[config.mk]
export PLATFORM = sky130hd
export DESIGN_NAME = tile_grid_renderer_flat
export DESIGN_NICKNAME = d
export VERILOG_FILES = /design/src/rtl/tile_grid_renderer_if.sv /design/src/rtl/tile_grid_renderer.sv /design/src/flat_wrapper.sv
export SDC_FILE = /design/constraint.sdc
export NUM_CORES = 1
export LEC_CHECK = 0
export CORE_ASPECT_RATIO = 0.6
export CORE_MARGIN = 2
export CORE_UTILIZATION = 43
export CTS_CLUSTER_SIZE = 14
export DETAILED_ROUTE_END_ITERATION = 8
export PLACE_DENSITY_LB_ADDON = 0.25
export SLEW_MARGIN = 20
export SYNTH_ARGS = -nofsm -noshare
export SYNTH_HDL_FRONTEND = slang
export SYNTH_SLANG_ARGS = --single-unit
[constraint.sdc]
create_clock -name CLOCK_50 -period 1.95 [get_ports CLOCK_50]
set_input_delay 0.39 -clock CLOCK_50 [delete_from_list [all_inputs] [get_ports CLOCK_50]]
set_output_delay 0.39 -clock CLOCK_50 [all_outputs]
set_load 0.01 [all_outputs]
[src/rtl/tile_grid_renderer_if.sv]
// Redraw request/handshake from the game controller plus the VGA pixel-write port of the renderer.
// Names of the individual signals match the board-level VGA adapter and controller wiring.
interface tile_grid_renderer_if #(
  parameter int COLS    = 4,
  parameter int ROWS    = 4,
  parameter int X_W     = 10,
  parameter int Y_W     = 9,
  parameter int COLOR_W = 9
);
  localparam int ROW_W = (ROWS > 1) ? $clog2(ROWS) : 1;

  logic                 start;
  logic [COLS*ROWS-1:0] grid;
  logic [ROWS-1:0]      row_mask;
  logic [X_W-1:0]       VGA_X;
  logic [Y_W-1:0]       VGA_Y;
  logic [COLOR_W-1:0]   VGA_COLOR;
  logic                 plot;
  logic                 busy;
  logic                 done;
  logic [ROW_W-1:0]     cur_row;

  modport master (
    output start, grid, row_mask,
    input  VGA_X, VGA_Y, VGA_COLOR, plot, busy, done, cur_row
  );

  modport slave (
    input  start, grid, row_mask,
    output VGA_X, VGA_Y, VGA_COLOR, plot, busy, done, cur_row
  );
endinterface

[src/rtl/tile_grid_renderer.sv]
// Paints selected rows of a COLS x ROWS solid-tile grid one pixel per cycle; first pixel one cycle after start.
// No backpressure: the VGA side must accept a pixel every plot cycle; start is ignored while busy or in FIN.
module tile_grid_renderer #(
  parameter int                 COLS     = 4,
  parameter int                 ROWS     = 4,
  parameter int                 TILE_W   = 160,
  parameter int                 TILE_H   = 120,
  parameter int                 X_W      = 10,
  parameter int                 Y_W      = 9,
  parameter int                 COLOR_W  = 9,
  parameter logic [COLOR_W-1:0] FG_COLOR = 9'h1FF,
  parameter logic [COLOR_W-1:0] BG_COLOR = 9'h05A
) (
  input logic                 CLOCK_50,
  input logic                 reset,
  tile_grid_renderer_if.slave bus
);
  localparam int ROW_W = (ROWS > 1)   ? $clog2(ROWS)   : 1;
  localparam int COL_W = (COLS > 1)   ? $clog2(COLS)   : 1;
  localparam int PX_W  = (TILE_W > 1) ? $clog2(TILE_W) : 1;
  localparam int PY_W  = (TILE_H > 1) ? $clog2(TILE_H) : 1;

  localparam logic [X_W-1:0]   TW_X     = X_W'(TILE_W);
  localparam logic [Y_W-1:0]   TH_Y     = Y_W'(TILE_H);
  localparam logic [PX_W-1:0]  PX_LAST  = PX_W'(TILE_W - 1);
  localparam logic [PY_W-1:0]  PY_LAST  = PY_W'(TILE_H - 1);
  localparam logic [COL_W-1:0] COL_LAST = COL_W'(COLS - 1);

  typedef enum logic [1:0] {IDLE, DRAW, FIN} state_t;

  state_t               state_q, state_d;
  logic [COLS*ROWS-1:0] snap_grid_q, snap_grid_d;
  logic [ROWS-1:0]      snap_mask_q, snap_mask_d;
  logic [ROW_W-1:0]     row_q, row_d;
  logic [COL_W-1:0]     col_q, col_d;
  logic [PX_W-1:0]      px_q, px_d;
  logic [PY_W-1:0]      py_q, py_d;
  logic                 drain_q, drain_d;
  logic [X_W-1:0]       x_q, x_d;
  logic [Y_W-1:0]       y_q, y_d;
  logic [COLOR_W-1:0]   color_q, color_d;
  logic                 plot_q, plot_d;
  logic                 busy_q, busy_d;
  logic                 done_q, done_d;

  logic [ROW_W-1:0]     start_row;
  logic [ROW_W-1:0]     next_row;
  logic                 has_next;
  logic                 tile_lit;

  always_comb begin
    start_row = '0;
    for (int r = ROWS - 1; r >= 0; r--)
      if (bus.row_mask[r]) start_row = ROW_W'(r);
  end

  // Next selected row strictly above the current one; lets row skips cost zero cycles.
  always_comb begin
    next_row = '0;
    has_next = 1'b0;
    for (int r = ROWS - 1; r >= 0; r--)
      if (snap_mask_q[r] && (r > int'(row_q))) begin
        next_row = ROW_W'(r);
        has_next = 1'b1;
      end
  end

  always_comb begin
    tile_lit = 1'b0;
    for (int r = 0; r < ROWS; r++)
      for (int c = 0; c < COLS; c++)
        if (r == int'(row_q) && c == int'(col_q)) tile_lit = snap_grid_q[r*COLS + c];
  end

  always_comb begin
    state_d     = state_q;
    snap_grid_d = snap_grid_q;
    snap_mask_d = snap_mask_q;
    row_d       = row_q;
    col_d       = col_q;
    px_d        = px_q;
    py_d        = py_q;
    drain_d     = drain_q;
    x_d         = x_q;
    y_d         = y_q;
    color_d     = color_q;
    plot_d      = 1'b0;
    busy_d      = busy_q;
    done_d      = 1'b0;

    case (state_q)
      IDLE: begin
        busy_d = 1'b0;
        if (bus.start) begin
          if (|bus.row_mask) begin
            snap_grid_d = bus.grid;
            snap_mask_d = bus.row_mask;
            row_d       = start_row;
            col_d       = '0;
            px_d        = '0;
            py_d        = '0;
            drain_d     = 1'b0;
            busy_d      = 1'b1;
            state_d     = DRAW;
          end else begin
            done_d  = 1'b1;
            state_d = FIN;
          end
        end
      end

      DRAW: begin
        // Counters lead the output registers by one cycle; drain marks the last pixel already emitted.
        if (drain_q) begin
          busy_d  = 1'b0;
          done_d  = 1'b1;
          state_d = FIN;
        end else begin
          plot_d  = 1'b1;
          x_d     = X_W'(col_q) * TW_X + X_W'(px_q);
          y_d     = Y_W'(row_q) * TH_Y + Y_W'(py_q);
          color_d = tile_lit ? FG_COLOR : BG_COLOR;
          if (px_q == PX_LAST) begin
            px_d = '0;
            if (py_q == PY_LAST) begin
              py_d = '0;
              if (col_q == COL_LAST) begin
                col_d = '0;
                if (has_next) row_d = next_row;
                else          drain_d = 1'b1;
              end else begin
                col_d = col_q + 1'b1;
              end
            end else begin
              py_d = py_q + 1'b1;
            end
          end else begin
            px_d = px_q + 1'b1;
          end
        end
      end

      FIN: begin
        busy_d  = 1'b0;
        state_d = IDLE;
      end

      default: state_d = IDLE;
    endcase
  end

  always_ff @(posedge CLOCK_50 or posedge reset) begin
    if (reset) begin
      state_q     <= IDLE;
      snap_grid_q <= '0;
      snap_mask_q <= '0;
      row_q       <= '0;
      col_q       <= '0;
      px_q        <= '0;
      py_q        <= '0;
      drain_q     <= 1'b0;
      x_q         <= '0;
      y_q         <= '0;
      color_q     <= BG_COLOR;
      plot_q      <= 1'b0;
      busy_q      <= 1'b0;
      done_q      <= 1'b0;
    end else begin
      state_q     <= state_d;
      snap_grid_q <= snap_grid_d;
      snap_mask_q <= snap_mask_d;
      row_q       <= row_d;
      col_q       <= col_d;
      px_q        <= px_d;
      py_q        <= py_d;
      drain_q     <= drain_d;
      x_q         <= x_d;
      y_q         <= y_d;
      color_q     <= color_d;
      plot_q      <= plot_d;
      busy_q      <= busy_d;
      done_q      <= done_d;
    end
  end

  assign bus.VGA_X     = x_q;
  assign bus.VGA_Y     = y_q;
  assign bus.VGA_COLOR = color_q;
  assign bus.plot      = plot_q;
  assign bus.busy      = busy_q;
  assign bus.done      = done_q;
  assign bus.cur_row   = row_q;
endmodule

[src/flat_wrapper.sv]
// flat-port wrapper written by rule: the top's interface ports become plain ports
module tile_grid_renderer_flat 
#(
  parameter int                 COLS     = 4,
  parameter int                 ROWS     = 4,
  parameter int                 TILE_W   = 160,
  parameter int                 TILE_H   = 120,
  parameter int                 X_W      = 10,
  parameter int                 Y_W      = 9,
  parameter int                 COLOR_W  = 9,
  parameter logic [COLOR_W-1:0] FG_COLOR = 9'h1FF,
  parameter logic [COLOR_W-1:0] BG_COLOR = 9'h05A
)
  (CLOCK_50, reset, bus_start, bus_grid, bus_row_mask, bus_VGA_X, bus_VGA_Y, bus_VGA_COLOR, bus_plot, bus_busy, bus_done, bus_cur_row);
  tile_grid_renderer_if #(.COLS(COLS), .ROWS(ROWS), .X_W(X_W), .Y_W(Y_W), .COLOR_W(COLOR_W)) bus_i ();
  input logic CLOCK_50;
  input logic reset;
  input wire logic [$bits(bus_i.start)-1:0] bus_start;
  input wire logic [$bits(bus_i.grid)-1:0] bus_grid;
  input wire logic [$bits(bus_i.row_mask)-1:0] bus_row_mask;
  output wire logic [$bits(bus_i.VGA_X)-1:0] bus_VGA_X;
  output wire logic [$bits(bus_i.VGA_Y)-1:0] bus_VGA_Y;
  output wire logic [$bits(bus_i.VGA_COLOR)-1:0] bus_VGA_COLOR;
  output wire logic [$bits(bus_i.plot)-1:0] bus_plot;
  output wire logic [$bits(bus_i.busy)-1:0] bus_busy;
  output wire logic [$bits(bus_i.done)-1:0] bus_done;
  output wire logic [$bits(bus_i.cur_row)-1:0] bus_cur_row;
  assign bus_i.start = bus_start;
  assign bus_i.grid = bus_grid;
  assign bus_i.row_mask = bus_row_mask;
  assign bus_VGA_X = bus_i.VGA_X;
  assign bus_VGA_Y = bus_i.VGA_Y;
  assign bus_VGA_COLOR = bus_i.VGA_COLOR;
  assign bus_plot = bus_i.plot;
  assign bus_busy = bus_i.busy;
  assign bus_done = bus_i.done;
  assign bus_cur_row = bus_i.cur_row;
  tile_grid_renderer #(.COLS(COLS), .ROWS(ROWS), .TILE_W(TILE_W), .TILE_H(TILE_H), .X_W(X_W), .Y_W(Y_W), .COLOR_W(COLOR_W), .FG_COLOR(FG_COLOR), .BG_COLOR(BG_COLOR)) u_core (.CLOCK_50(CLOCK_50), .reset(reset), .bus(bus_i));
endmodule
==> impl_metrics.env <==
export IMPL_status="complete, no violations"
export IMPL_cpMostUsedCell="buf_4"
export IMPL_num_rows=25
export IMPL_drc=0
export IMPL_num_vias=3182
export IMPL_p_per_area_mw_per_mm2=674
export IMPL_leakage_nw=2.33
export IMPL_fp_dieArea_mm2=0.00898
export IMPL_synth_simple_area_share_pct=21.1
export IMPL_clock_path_buffers=2
export IMPL_cts_max_level=3
export IMPL_async_flop_share_pct=100
export IMPL_ys_seq_area_share_pct=45.3
export IMPL_ioPinCount=56
export IMPL_finClkSkew_ps=2.37
export IMPL_fin_util_pct=62.5
export IMPL_wl_um=9240
export IMPL_cp_start_kind="flip-flop"
export IMPL_synthAdderAreaFrac_pct=9.28
export IMPL_fin_crit_sh_pct=98.6
export IMPL_place_hpwl_um=6460
export IMPL_synth_top_flop_cell="dfrtp_1"
export IMPL_setup_viol_count_final=0
export IMPL_maxSlewHeadroom_pct=65.9
export IMPL_rsz0062_at_grt="true"
export IMPL_viasPerCell=5.27
export IMPL_track_usage_pct=21.9
export IMPL_slew_viol_final=0
export IMPL_dr_pass1_iters=6
export IMPL_yosys_mux_area_fraction_pct=1.28
export IMPL_ant_nets=0
export IMPL_cts_root_buf="clkbuf_16"
export IMPL_cts_buffers=9
export IMPL_crit_required_ps=2150
export IMPL_die_h_um=74.2
export IMPL_hp_class="flip-flop to flip-flop"
export IMPL_synthCells=395
export IMPL_finalNetCount=539
export IMPL_synth_top_family_by_area="simple AND/OR/NAND/NOR gates"
export IMPL_drive_gt1_share_pct=20.0
export IMPL_synth_edf_count=0
export IMPL_worstSkewPairLatency_ps=330
export IMPL_cp_slowest_cell="dfrtp_1"
export IMPL_cap_viol_max_count=0
export IMPL_grt_max_degree=65
export IMPL_fill_cells=684
export IMPL_synth_compound_area_share_pct=15.3
export IMPL_antenna_cells=0
export IMPL_clkTransAtPathRegs_ps=50
export IMPL_crit_path_end_kind="flip-flop"
export IMPL_portBuffers=51
export IMPL_coreArea_mm2=0.00791
export IMPL_synth_distinct_cells=54
export IMPL_avgSynthCellArea_um2=8.94
export IMPL_hold_viol=0
export IMPL_layout_commonest_cell="nand2_1"
export IMPL_wl_per_cell_um=15.3
export IMPL_antenna_found_initial=0
export IMPL_initial_core_util_pct=44.6
export IMPL_multi_input_area_mm2=0.00182
export IMPL_yosys_warnings=0
export IMPL_register_area_mm2=0.00161
export IMPL_worst_slew_pin_transition_ps=512
export IMPL_gp_congestion=0.841
export IMPL_min_period_ps=1920
export IMPL_netlist_area_mm2=0.00353
export IMPL_cts_tree="done"
export IMPL_clock_sinks=64
export IMPL_die_w_um=121
export IMPL_critPathKind="flip-flop to flip-flop"
export IMPL_hold_ws_ps=471
export IMPL_synth_xor_area_share_pct=1.74
export IMPL_overflow=0
export IMPL_ir_drop_uv=561
export IMPL_grt_pass1_wl_um=14800
export IMPL_layout_common_cells="nand2_1, dfrtp_1, clkdlybuf4s50_1, buf_4, o21ai_0"
export IMPL_path_cells="buf_4 > ha_1 > inv_1 > a21oi_1 > and3_1 > a211o_1 > buf_4 > mux2i_2"
export IMPL_worstPathArrival_ps=2120
export IMPL_grt_pass1_vias=2945
export IMPL_ys_ff_latch=64
export IMPL_fmax_mhz=520
export IMPL_critPathMaxFanout=4
export IMPL_slowest_delay_ps=440
export IMPL_drtIter0Drc=190
export IMPL_area_growth_pct=40.1
## state kept, by name (all words and copies together) (netlist names), 2 cells and up
register	cells
u_core.py_q	7
u_core.col_q	2
u_core.bus.VGA_Y	9
u_core.state_q	2
u_core.bus.cur_row	2
u_core.snap_grid_q	16
u_core.bus.VGA_X	10
u_core.snap_mask_q	3
u_core.px_q	8
## path summary, 6_finish.rpt
| path | startpoint | endpoint | slack [ps] | depth (start not counted) |
|---|---|---|---|---|
| hold / removal | u_core.bus.VGA_X[2] | u_core.bus.VGA_X[2] | 470 | 2 |
| setup / recovery | u_core.bus.cur_row[1] | u_core.bus.cur_row[0] | 30 | 8 |
| max in group asynchronous | reset | u_core.bus.cur_row[0] | 1160 | 3 |
| hold reg to reg | u_core.bus.VGA_X[2] | u_core.bus.VGA_X[2] | 470 | 2 |
| setup reg to reg | u_core.bus.cur_row[1] | u_core.bus.cur_row[0] | 30 | 8 |
| min in group asynchronous | reset | u_core.bus.VGA_X[1] | 500 | 3 |
## through the flow
| step | worst slack [ps] | instances | total power, mW | TNS, ps | cell area, um^2 |
|---|---|---|---|---|---|
| 2_1_floorplan | 5.47 | 398 | 1.39 | 0 | 3550 |
| 3_3_place_gp | -251 | 585 | 1.45 | -3220 | 4480 |
| 3_5_place_dp | -323 | 585 | 1.45 | -4470 | 4480 |
| 4_1_cts | 32.5 | 601 | 3.37 | 0 | 4850 |
| 5_1_grt | -41.7 | 604 | 3.44 | -111 | 4950 |
| 6_report | 28.1 | 604 | 3.33 | 0 | 4950 |
## synth_stat cells (all sizes together) (2+ instances only)
| cell type | instances | share of area [%] |
|---|---|---|
| fa | 2 | 1.1 |
| nor4 | 2 | 0.35 |
| and3 | 2 | 0.35 |
| nand3 | 7 | 0.99 |
| ha | 23 | 8.1 |
| inv | 23 | 2.4 |
| xnor2 | 4 | 0.99 |
| o41ai | 2 | 0.50 |
| a21oi | 14 | 2.0 |
| nand4 | 4 | 0.89 |
| buf | 15 | 2.6 |
| nor3b | 7 | 1.8 |
| or3 | 2 | 0.35 |
| a221oi | 3 | 0.74 |
| a31oi | 3 | 0.53 |
| or4 | 2 | 0.53 |
| a221o | 2 | 0.57 |
| nor2 | 13 | 1.4 |
| a211o | 2 | 0.50 |
| o22ai | 7 | 1.2 |
| a21o | 4 | 0.85 |
| and2 | 3 | 0.53 |
| dfrtp | 64 | 45 |
| nor3 | 3 | 0.42 |
| a22o | 4 | 0.99 |
| a211oi | 2 | 0.42 |
| clkbuf | 7 | 0.74 |
| nand2b | 3 | 0.53 |
| o21ai | 36 | 5.1 |
| nor2b | 5 | 0.89 |
| nand2 | 105 | 11 |
| mux2i | 3 | 0.85 |
| xor2 | 3 | 0.74 |
## layout make-up
class / instances / share of cell area [%]
clock buffer: 11 / 5.11
tap: 108 / 2.73
timing repair buffer: 104 / 18.9
clock inverter: 5 / 2.07
sequential: 64 / 32.4
inverter: 23 / 1.82
multi-input combinational: 289 / 36.9
## worst max-delay path: cells and delay by family, from the launching register on
family / cells / cell delay (ps)
flops: 1 / 440
compound gates: 2 / 380
fa+ha+maj: 1 / 220
simple gates: 1 / 190
buf+inv: 3 / 410
mux: 1 / 140
## per-layer routing
layer	global-route usage, %	wire [um]
met1	30.1	4440
met2	33.1	4000
met3	7.36	676
met4	6.59	116
met5	0	0
## report_power, final
part	switching [mW]	internal [mW]	total, mW
Combinational	0.0474	0.0534	0.101
Sequential	0	1.33	1.33
Clock	0.589	1.31	1.90
## timing repair
action | 4_1_cts | 5_1_grt
setup endpoints to repair | 6 | 19
pin swaps | 0 | 1
resized for setup | 5 | 21
hold buffers | 0 | 0
hold endpoints to repair | 0 | 0
buffers inserted | 0 | 3
## kinds of logic (layout without fill, tap and decap cells)
kind of cell | count (synthesis) | after routing
buf+inv | 45 | 143
compound gates | 87 | 87
simple gates | 162 | 162
mux | 4 | 4
fa+ha+maj | 25 | 25
flops | 64 | 64
xor+xnor | 7 | 7
other cells | 1 | 4
(Power assumes the default switching activity.)
